<file path="config.mk">
export PLATFORM = sky130hd
export DESIGN_NAME = uart_rx_8n1_os_flat
export DESIGN_NICKNAME = d
export VERILOG_FILES = /design/src/rtl/uart_rx_8n1_os_pkg.sv /design/src/rtl/uart_rx_8n1_os_if.sv /design/src/rtl/uart_rx_8n1_os_baud_tick.sv /design/src/rtl/uart_rx_8n1_os.sv /design/src/flat_wrapper.sv
export SDC_FILE = /design/constraint.sdc
export NUM_CORES = 1
export LEC_CHECK = 0
export ABC_AREA = 1
export BUFFER_PORTS_ARGS = -buffer_cell sky130_fd_sc_hd__buf_4
export CORE_ASPECT_RATIO = 1.2
export CORE_UTILIZATION = 63
export DETAILED_ROUTE_END_ITERATION = 16
export PLACE_DENSITY = 0.83
export SKIP_CTS_REPAIR_TIMING = 1
export SLEW_MARGIN = 5
export SYNTH_ARGS = -nofsm -noshare
export SYNTH_HDL_FRONTEND = slang
export SYNTH_SLANG_ARGS = --single-unit
export TNS_END_PERCENT = 10
</file>
<file path="constraint.sdc">
create_clock -name clk -period 3.3 [get_ports clk]
set_input_delay 0.66 -clock clk [delete_from_list [all_inputs] [get_ports clk]]
set_output_delay 0.66 -clock clk [all_outputs]
set_load 0.02 [all_outputs]
</file>
<file path="src/rtl/uart_rx_8n1_os_pkg.sv">
// Shared UART definitions: FSM state encoding, default line parameters,
// tick divider expression and the 2-of-3 vote helper.
package uart_rx_8n1_os_pkg;

  typedef enum logic [2:0] {
    WAIT_HIGH = 3'd0,
    IDLE      = 3'd1,
    START     = 3'd2,
    DATA      = 3'd3,
    STOP      = 3'd4
  } rx_state_t;

  localparam int DEF_CLK_HZ     = 12000000;
  localparam int DEF_BAUD       = 9600;
  localparam int DEF_OVERSAMPLE = 16;

  // Truncating divide: 78 at the defaults (0.16% fast)
  function automatic int tick_div(input int clk_hz, input int baud, input int os);
    return clk_hz / (baud * os);
  endfunction

  function automatic logic maj3(input logic a, input logic b, input logic c);
    return (a & b) | (a & c) | (b & c);
  endfunction

endpackage

</file>
<file path="src/rtl/uart_rx_8n1_os_if.sv">
// Byte delivery channel of the UART receiver: data plus valid/ready handshake.
// The receiver drives through master, the consumer through slave.
interface uart_rx_8n1_os_if;
  logic [7:0] rx_data;
  logic       rx_valid;
  logic       rx_ready;

  modport master (output rx_data, output rx_valid, input rx_ready);
  modport slave  (input rx_data, input rx_valid, output rx_ready);
endinterface

</file>
<file path="src/rtl/uart_rx_8n1_os_baud_tick.sv">
// Free-running divider: one-clk tick every DIV clocks, restarted only by rst.
// Shared between the UART receive and transmit sides.
module uart_baud_tick #(
  parameter int DIV = 78
) (
  input  logic clk,
  input  logic rst,
  output logic tick
);

  localparam int CW = (DIV > 1) ? $clog2(DIV) : 1;
  localparam logic [CW-1:0] LAST = CW'(DIV - 1);

  logic [CW-1:0] cnt;

  always_ff @(posedge clk or posedge rst) begin
    if (rst) begin
      cnt <= '0;
    end else if (cnt == LAST) begin
      cnt <= '0;
    end else begin
      cnt <= cnt + CW'(1);
    end
  end

  assign tick = (cnt == LAST);

endmodule

</file>
<file path="src/rtl/uart_rx_8n1_os.sv">
// UART 8N1 receiver, oversampled with a 2-of-3 mid-bit vote per bit.
// Bytes land in a one-entry holding register drained by valid/ready.
module uart_rx_8n1_os
  import uart_rx_8n1_os_pkg::*;
#(
  parameter int CLK_HZ     = DEF_CLK_HZ,
  parameter int BAUD       = DEF_BAUD,
  parameter int OVERSAMPLE = DEF_OVERSAMPLE
) (
  input  logic              clk,
  input  logic              rst,
  input  logic              rx_in,
  uart_rx_8n1_os_if.master  rx,
  output logic              frame_err,
  output logic              overrun,
  output logic              busy
);

  localparam int TICK_DIV = tick_div(CLK_HZ, BAUD, OVERSAMPLE);
  localparam int MID      = OVERSAMPLE / 2;
  localparam int OSW      = $clog2(OVERSAMPLE);
  localparam logic [OSW-1:0] OS_V0   = OSW'(MID - 1);
  localparam logic [OSW-1:0] OS_V1   = OSW'(MID);
  localparam logic [OSW-1:0] OS_V2   = OSW'(MID + 1);
  localparam logic [OSW-1:0] OS_LAST = OSW'(OVERSAMPLE - 1);

  rx_state_t      state, state_nxt;
  logic           tick;
  logic           rx_meta, rx_s;
  logic [OSW-1:0] os_cnt;
  logic [2:0]     bit_cnt;
  logic           samp_a, samp_b;
  logic [7:0]     shreg;
  logic           stop_done, stop_bit;
  logic           vote, vote_now, os_wrap;
  logic           os_clr, shift_en, bit_inc, stop_set, deliver, ferr_now;

  uart_baud_tick #(.DIV(TICK_DIV)) u_tick (
    .clk  (clk),
    .rst  (rst),
    .tick (tick)
  );

  always_ff @(posedge clk or posedge rst) begin
    if (rst) begin
      rx_meta <= 1'b1;
      rx_s    <= 1'b1;
    end else begin
      rx_meta <= rx_in;
      rx_s    <= rx_meta;
    end
  end

  assign vote     = maj3(samp_a, samp_b, rx_s);
  assign vote_now = tick && (os_cnt == OS_V2);
  assign os_wrap  = tick && (os_cnt == OS_LAST);

  always_ff @(posedge clk or posedge rst) begin
    if (rst) begin
      state <= WAIT_HIGH;
    end else begin
      state <= state_nxt;
    end
  end

  always_comb begin
    state_nxt = state;
    os_clr    = 1'b0;
    shift_en  = 1'b0;
    bit_inc   = 1'b0;
    stop_set  = 1'b0;
    deliver   = 1'b0;
    ferr_now  = 1'b0;
    case (state)
      // Synchroniser flops come out of reset high; waiting for a tick lets a
      // held-low line reach rx_s before it can be mistaken for idle.
      WAIT_HIGH: if (tick && rx_s) state_nxt = IDLE;
      IDLE: begin
        if (!rx_s) begin
          state_nxt = START;
          os_clr    = 1'b1;
        end
      end
      // A confirmed start bit runs to its end so DATA samples land mid-bit.
      START: begin
        if (vote_now && vote) begin
          state_nxt = IDLE;
        end else if (os_wrap) begin
          state_nxt = DATA;
          os_clr    = 1'b1;
        end
      end
      DATA: begin
        shift_en = vote_now;
        if (os_wrap) begin
          if (bit_cnt == 3'd7) begin
            state_nxt = STOP;
            os_clr    = 1'b1;
          end else begin
            bit_inc = 1'b1;
          end
        end
      end
      STOP: begin
        if (stop_done) begin
          if (stop_bit) begin
            state_nxt = IDLE;
            deliver   = 1'b1;
          end else begin
            state_nxt = WAIT_HIGH;
            ferr_now  = 1'b1;
          end
        end else begin
          stop_set = vote_now;
        end
      end
      default: state_nxt = WAIT_HIGH;
    endcase
  end

  always_ff @(posedge clk or posedge rst) begin
    if (rst) begin
      os_cnt    <= '0;
      bit_cnt   <= '0;
      samp_a    <= 1'b1;
      samp_b    <= 1'b1;
      shreg     <= '0;
      stop_done <= 1'b0;
      stop_bit  <= 1'b0;
    end else begin
      if (os_clr) begin
        os_cnt <= '0;
      end else if (tick) begin
        os_cnt <= (os_cnt == OS_LAST) ? '0 : os_cnt + OSW'(1);
      end
      if (os_clr) begin
        bit_cnt <= '0;
      end else if (bit_inc) begin
        bit_cnt <= bit_cnt + 3'd1;
      end
      if (tick && (os_cnt == OS_V0)) samp_a <= rx_s;
      if (tick && (os_cnt == OS_V1)) samp_b <= rx_s;
      if (shift_en) shreg <= {vote, shreg[7:1]};
      if (stop_set) stop_bit <= vote;
      stop_done <= (state == STOP) && (state_nxt == STOP) && (stop_done || stop_set);
    end
  end

  // A transfer in the delivery cycle frees the slot for the new byte.
  always_ff @(posedge clk or posedge rst) begin
    if (rst) begin
      rx.rx_data  <= 8'h00;
      rx.rx_valid <= 1'b0;
      frame_err   <= 1'b0;
      overrun     <= 1'b0;
    end else begin
      if (deliver && (!rx.rx_valid || rx.rx_ready)) begin
        rx.rx_data  <= shreg;
        rx.rx_valid <= 1'b1;
      end else if (rx.rx_valid && rx.rx_ready) begin
        rx.rx_valid <= 1'b0;
      end
      overrun   <= deliver && rx.rx_valid && !rx.rx_ready;
      frame_err <= ferr_now;
    end
  end

  assign busy = (state != IDLE) && (state != WAIT_HIGH);

endmodule
</file>
<file path="src/flat_wrapper.sv">
// flat-port wrapper written by rule: the top's interface ports become plain ports
module uart_rx_8n1_os_flat import uart_rx_8n1_os_pkg::*;
#(
  parameter int CLK_HZ     = DEF_CLK_HZ,
  parameter int BAUD       = DEF_BAUD,
  parameter int OVERSAMPLE = DEF_OVERSAMPLE
)
  (clk, rst, rx_in, frame_err, overrun, busy, rx_rx_data, rx_rx_valid, rx_rx_ready);
  uart_rx_8n1_os_if rx_i ();
  input  logic clk;
  input  logic rst;
  input  logic rx_in;
  output logic frame_err;
  output logic overrun;
  output logic busy;
  output wire logic [$bits(rx_i.rx_data)-1:0] rx_rx_data;
  output wire logic [$bits(rx_i.rx_valid)-1:0] rx_rx_valid;
  input wire logic [$bits(rx_i.rx_ready)-1:0] rx_rx_ready;
  assign rx_rx_data = rx_i.rx_data;
  assign rx_rx_valid = rx_i.rx_valid;
  assign rx_i.rx_ready = rx_rx_ready;
  uart_rx_8n1_os #(.CLK_HZ(CLK_HZ), .BAUD(BAUD), .OVERSAMPLE(OVERSAMPLE)) u_core (.clk(clk), .rst(rst), .rx_in(rx_in), .rx(rx_i), .frame_err(frame_err), .overrun(overrun), .busy(busy));
endmodule
</file>
==> results of run 1 <==
==> cells by family after synthesis <==
logic type	after synthesis
flip-flops	42
AO/OA/AOI/OAI	34
XOR/XNOR	1
AND/OR/NAND/NOR	103
adder cells (fa/ha/maj)	7
buffers and inverters	41
==> cells in the final DEF (no fill, tap or decap), types with 3 or more instances in the layout <==
cell	count
nor2_4	3
nand2_1	52
a21oi_1	6
nand4_1	6
clkbuf_4	5
dfstp_2	4
o21ai_0	21
o21ai_1	3
buf_4	16
nor2_1	19
nand2_2	3
nor3_1	4
ha_1	7
dfrtp_1	38
inv_1	37
nand3_1	7
==> Yosys cell counts (4+ instances only) <==
master   count  area [um2]
nor3_1       4        20.0
o21ai_0     21         105
ha_1         7        87.6
a21oi_1      6        30.0
dfrtp_1     38         951
nand2_1     52         195
inv_1       37         139
nand4_1      6        37.5
nor2_1      19        71.3
dfstp_2      4         105
nand3_1      7        35.0
==> state kept, by name, indices dropped and copies added, names as in the netlist <==
| register | cells |
|---|---|
| u_core.rx.rx_data | 8 |
| u_core.shreg | 8 |
| u_core.u_tick.cnt | 7 |
| u_core.os_cnt | 4 |
| u_core.bit_cnt | 3 |
| u_core.state | 3 |
| u_core.frame_err | 1 |
| u_core.overrun | 1 |
| u_core.rx.rx_valid | 1 |
| u_core.rx_meta | 1 |
| u_core.rx_s | 1 |
| u_core.samp_a | 1 |
| u_core.samp_b | 1 |
| u_core.stop_bit | 1 |
| u_core.stop_done | 1 |
==> per-stage QoR <==
| stage | area, um2 | setup WS (ns) | power [mW] | instances | hold slack (ns) |
|---|---|---|---|---|---|
| 6_report | 2200 | 1.51 | 0.788 | 285 | 0.378 |
| 5_1_grt | 2200 | 1.40 | 0.821 | 285 | 0.369 |
| 4_1_cts | 2200 | 1.50 | 0.794 | 285 | 0.376 |
| 3_3_place_gp | 2140 | 1.57 | 0.542 | 277 | 0.346 |
| 3_5_place_dp | 2140 | 1.55 | 0.542 | 277 | 0.358 |
| 2_1_floorplan | 2010 | 1.67 | 0.536 | 228 | 0.345 |
==> how the worst min path moves through the flow <==
stage	endpoint	depth (start not counted)	slack [ns]	from
after floorplan	u_core.rx_s	0	0.35	u_core.rx_meta
after global placement	u_core.rx_s	0	0.35	u_core.rx_meta
after detailed placement	u_core.rx_s	0	0.36	u_core.rx_meta
after CTS	u_core.rx_s	0	0.38	u_core.rx_meta
after global routing	u_core.rx_meta	1	0.37	rx_in
final	u_core.rx_s	0	0.38	u_core.rx_meta
==> final cells by class <==
| type | count | area, um2 |
|---|---|---|
| flip-flops and latches | 42 | 1060 |
| clock buffers | 5 | 37.5 |
| multi-input cells | 145 | 776 |
| clock inverters | 3 | 21.3 |
| well taps | 36 | 45.0 |
| fillers | 245 | 857 |
| inverters | 38 | 143 |
| repair buffers | 16 | 120 |
==> routing by layer <==
metal	track usage	part of all wire	routed length, um	vias up
li1	-	-	-	763
met1	0.275	0.45	1500	681
met2	0.391	0.50	1660	24
met3	0.0762	0.031	104	9
met4	0.115	0.024	80	0
met5	0	0	0	-
==> power by group <==
group / switching, mW / internal [mW]
registers: 0.000797 / 0.517
clock network: 0.173 / 0.0829
logic: 0.0108 / 0.00343
==> worst max-delay path, stage by stage, from the launching register on <==
cell     delay, ns
dfrtp_1       0.45
inv_1         0.09
nand2_1       0.08
buf_4         0.16
==> qor.yml, run 1 <==
worst_setup_path:
  critPathRequiredTime_ns: 2.64
  crit_path_start: "u_core.state[2]"
  rr_endpoint: "u_core.bit_cnt[2]"
  timing.rr.start: "u_core.bit_cnt[0]"
  crit_type: "reg2out"
  r2r_slack_ns: 1.52
  cp-endpoint: "busy"
  critPathCaptureType: "primary output"
  worstPathArrival_ns: 1.13
  reg2regPathDepth: 8
  worstSetupStartpointType: "register"
  cp_max_fo: 5
route:
  dr.pass1.iters: 4
  first_iter_violations: 47
  viasPerCell: 5.18
  vias: 1477
  wl_per_cell_um: 11.8
  wl_um: 3350
  drtAntennaViolNets: 0
  drc_errors: 0
cells_and_area:
  finish.utilization: 0.719
  areaGrowthSynthToFinish_pct: 9.27
  fin_nets: 259
  drive_gt1_frac: 0.181
  antennaDiodeCount: 0
logic_synthesis:
  synthAdderAreaFrac: 0.0435
  synth-simple-area-share: 0.248
  yosys_warnings: 0
  post_synth_num_cell_types: 28
  synth_mux_area_frac: 0
  yosys_register_bits: 42
  synth_cells: 228
  synth.cell_area_um2: 2010
  synth_top_family_by_area: "simple AND/OR/NAND/NOR gates"
  syn_avg_cell_area_um2: 8.82
  synthXorXnorAreaFrac: 0.00435
  async_flop_share: 1.00
  synth_compound_area_frac: 0.0896
  synth.net_count: 239
  ys.flop_type: "dfrtp_1"
  synth-edff-count: 0
  ys_seq_area_frac: 0.525
clocking:
  h-tree-depth: 2
  worstSkewPairLatency_ns: 0.36
  numClockSinks: 42
  cts_max_path_buffers: 2
  cts_tree: "yes"
  numCtsBuffers: 5
  path_clk_slew_ns: 0.12
  cts_root_buf: "clkbuf_4"
sta:
  tightest_slew_ns: 0.507
  period_share: 0.544
  fmax_mhz: 557
  skew_ns: 0.00901
  rsz0062_at_grt: "false"
  setup_viol: 0
  hold_viol_final: 0
  slew_violations: 0
  slew_headroom: 0.662
  setup-tns-final_ns: 0
  finalCriticalPeriod_ns: 1.79
floorplanning:
  fp.dieH_um: 63.9
  core-area_um2: 3060
  initial_core_util: 0.658
  std_cell_rows: 22
  ios: 16
  fp.dieW_um: 53.6
  die_area_um2: 3420
power_and_ir_drop:
  powerDensity_nw_per_um2: 358
  vdd_ir_drop_max_mv: 0.366
  power.leakage_nw: 1.09
grt:
  grt_usage: 0.239
  grt_max_degree: 43
  grt_pass1_vias: 1388
  grt_pass1_wl_um: 5760
  grt-ovfl-total: 0
  antenna_found_initial: 0
placed_design:
  dp_hpwl_um: 2450
  io_buffers: 15
  gp_congestion: 0.769
min_path:
  hold_class: "reg2reg"
run:
  drv_cap: 0
run_status:
  outcome: "finished clean"
Note: power is estimated with default switching activity, not from simulation.
==> run 2, diff against run 1 <==
--- a/config.mk
+++ b/config.mk
@@ -8,9 +8,9 @@
 export ABC_AREA = 1
 export BUFFER_PORTS_ARGS = -buffer_cell sky130_fd_sc_hd__buf_4
 export CORE_ASPECT_RATIO = 1.2
-export CORE_UTILIZATION = 63
+export CORE_UTILIZATION = 53
 export DETAILED_ROUTE_END_ITERATION = 16
-export PLACE_DENSITY = 0.83
+export PLACE_DENSITY = 0.75
 export SKIP_CTS_REPAIR_TIMING = 1
 export SLEW_MARGIN = 5
 export SYNTH_ARGS = -nofsm -noshare
==> constraint.sdc (replaced) <==
create_clock -name clk -period 1.6 [get_ports clk]
set_input_delay 0.32 -clock clk [delete_from_list [all_inputs] [get_ports clk]]
set_output_delay 0.32 -clock clk [all_outputs]
set_load 0.02 [all_outputs]
==> qor.yml, run 2 (same netlist as run 1, synthesis figures left out) <==
cells_and_area:
  reg_top3: "u_core.rx.rx_data x8, u_core.shreg x8, u_core.u_tick.cnt x7"  # unchanged
  final_common_cell: "nand2_1"  # unchanged
  areaGrowthSynthToFinish_pct: 20.6  # was 9.27%
  antennaDiodeCount: 0  # unchanged
  postLayoutCellArea_um2: 2430  # was 2200 um2
  fin_nets: 273  # was 259
  final_cell_mix: "nand2_1 (51), dfrtp_1 (38), inv_1 (37)"  # was nand2_1 (52), dfrtp_1 (38), inv_1 (37)
  drive_gt1_frac: 0.247  # was 0.181
sta:
  slew_headroom: 0.799  # was 0.662
  period_share: 0.961
  setup_ws_ns: 0.0624  # was 1.51 ns
  whs_ns: 0.0835  # was 0.378 ns
  skew_ns: 0.00548  # was 0.00901 ns
  slew_violations: 0  # unchanged
  tightest_slew_ns: 0.299  # was 0.507 ns
  setup-tns-final_ns: 0  # unchanged
  setup_viol: 0  # unchanged
  rsz0062_at_grt: "true"  # was false
  hold_viol_final: 0  # unchanged
  finalCriticalPeriod_ns: 1.54
  fmax_mhz: 650
power_and_ir_drop:
  clockPowerShare: 0.424  # was 0.324
  p_switching_mw: 0.374  # was 0.184 mW
  total_power_mw: 1.91  # was 0.788 mW
  switching_share: 0.196  # was 0.234
  power_frac_comb: 0.017  # was 0.018
  internal_power_mw: 1.53  # was 0.603 mW
  pwr-share-seq: 0.559  # was 0.657
  power.leakage_nw: 1.18  # was 1.09 nW
  vdd_ir_drop_max_mv: 0.529  # was 0.366 mV
  powerDensity_nw_per_um2: 786  # was 358 nW/um2
floorplanning:
  fp.dieH_um: 69.5  # was 63.9 um
  std_cell_rows: 24  # was 22
  die_area_um2: 4050  # was 3420 um2
  fp.dieW_um: 58.2  # was 53.6 um
  core-area_um2: 3630  # was 3060 um2
  initial_core_util: 0.554  # was 0.658
  ios: 16  # unchanged
route:
  wl_um: 3690  # was 3350 um
  viasPerCell: 4.92  # was 5.18
  first_iter_violations: 56  # was 47
  drtAntennaViolNets: 0  # unchanged
  vias: 1549  # was 1477
  dr.pass1.iters: 4  # unchanged
  drc_errors: 0  # unchanged
  wl_per_cell_um: 11.7  # was 11.8 um
clocking:
  cts_max_path_buffers: 2  # unchanged
  cts_tree: "yes"  # unchanged
  worstSkewPairLatency_ns: 0.29  # was 0.36 ns
  path_clk_slew_ns: 0.08  # was 0.12 ns
  cts_root_buf: "clkbuf_8"  # was clkbuf_4
  h-tree-depth: 2  # unchanged
  numClockSinks: 42  # unchanged
  numCtsBuffers: 5  # unchanged
grt:
  grt_pass1_vias: 1374  # was 1388
  grt-ovfl-total: 0  # unchanged
  grt_usage: 0.190  # was 0.239
  antenna_found_initial: 0  # unchanged
  grt_util_met1: 0.232  # was 0.275
  grt_pass1_wl_um: 5860  # was 5760 um
  top_usage_layer: "met2"  # unchanged
  use_met2: 0.322  # was 0.391
  met3_usage: 0.0336  # was 0.0762
  grt_max_degree: 43  # unchanged
worst_setup_path:
  worstPathArrival_ns: 1.71  # was 1.13 ns
  cp_max_fo: 8  # was 5
  slowest_delay_ns: 0.40  # was 0.45 ns
  crit_family: "simple AND/OR/NAND/NOR gates"  # was flip-flops
  crit_type: "reg2reg"  # was reg2out
  worst-path-buf-inv: 1  # was 2
  cp_slowest_cell: "dfrtp_1"  # unchanged
  critPathCaptureType: "register"  # was primary output
  critPathRequiredTime_ns: 1.77  # was 2.64 ns
  worstSetupStartpointType: "register"  # unchanged
  critical_path.cell_chain: "inv_1 -> ha_2 -> nand3_2 -> nor2_4 -> nand2_4 -> nor2_4 -> o21ai_0"  # was inv_1 -> nand2_1 -> buf_4
  cp_common_cell: "nor2_4"
run_status:
  outcome: "finished clean"  # unchanged
min_path:
  hold_class: "in2async"  # was reg2reg
run:
  drv_cap: 0  # unchanged
placed_design:
  io_buffers: 15  # unchanged
  dp_slack_ns: 0.0117  # was 1.55 ns
  place_area_um2: 2210  # was 2140 um2
  dp_hpwl_um: 2530  # was 2450 um
  gp_congestion: 0.806  # was 0.769
-- run 2: changes by cell type in the layout (fill, tap and decap cells not counted), sizes merged --
cell	delta
clkinvlp	-1
nor2	+2
buf	+12
bufinv	+1
-- run 2: worst min-delay path: stages --
cell and delay (ns):
buf_4 0.11, inv_1 0.08, buf_12 0.23
-- run 2: area by class of cell --
type / count / area, um2
fill: 304 / 1210
sequential: 42 / 1060
multi-input combinational: 147 / 832
timing repair buffer: 28 / 223
inverter: 38 / 143
clock buffer: 5 / 68.8
tap: 52 / 65.1
clock inverter: 3 / 40.0
-- run 2: worst paths after layout --
| kind | from | to | slack (ns) | depth (start not counted) |
|---|---|---|---|---|
| max reg2reg | u_core.u_tick.cnt[1] | u_core.shreg[2] | 0.06 | 7 |
| min in group clk | rx_in | u_core.rx_meta | 0.13 | 1 |
| min reg2reg | u_core.rx_meta | u_core.rx_s | 0.36 | 0 |
| max in group asynchronous | rst | u_core.rx_meta | 1.26 | 3 |
| max | u_core.u_tick.cnt[1] | u_core.shreg[2] | 0.06 | 7 |
| min | rst | u_core.u_tick.cnt[6] | 0.08 | 3 |
-- run 2: power groups by stage --
| stage | clock (mW) | sequential, mW | combinational [mW] |
|---|---|---|---|
| after floorplan | 0 | 1.09 | 0.0177 |
| after global placement | 0 | 1.09 | 0.0350 |
| after detailed placement | 0 | 1.09 | 0.0355 |
| after CTS | 0.826 | 1.07 | 0.0354 |
| after global routing | 0.862 | 1.07 | 0.0402 |
| final | 0.809 | 1.07 | 0.0332 |
-- run 2: stage by stage --
stage / utilization / std cells
2_1_floorplan: - / 228
3_3_place_gp: 0.608 / 298
3_5_place_dp: 0.608 / 298
4_1_cts: 0.638 / 306
5_1_grt: 0.668 / 315
6_report: 0.668 / 315
-- run 2: metal layers --
metal,up-vias,share of wire
met4,0,0.015
met3,5,0.027
met2,26,0.51
met5,-,0
li1,785,-
met1,733,0.45
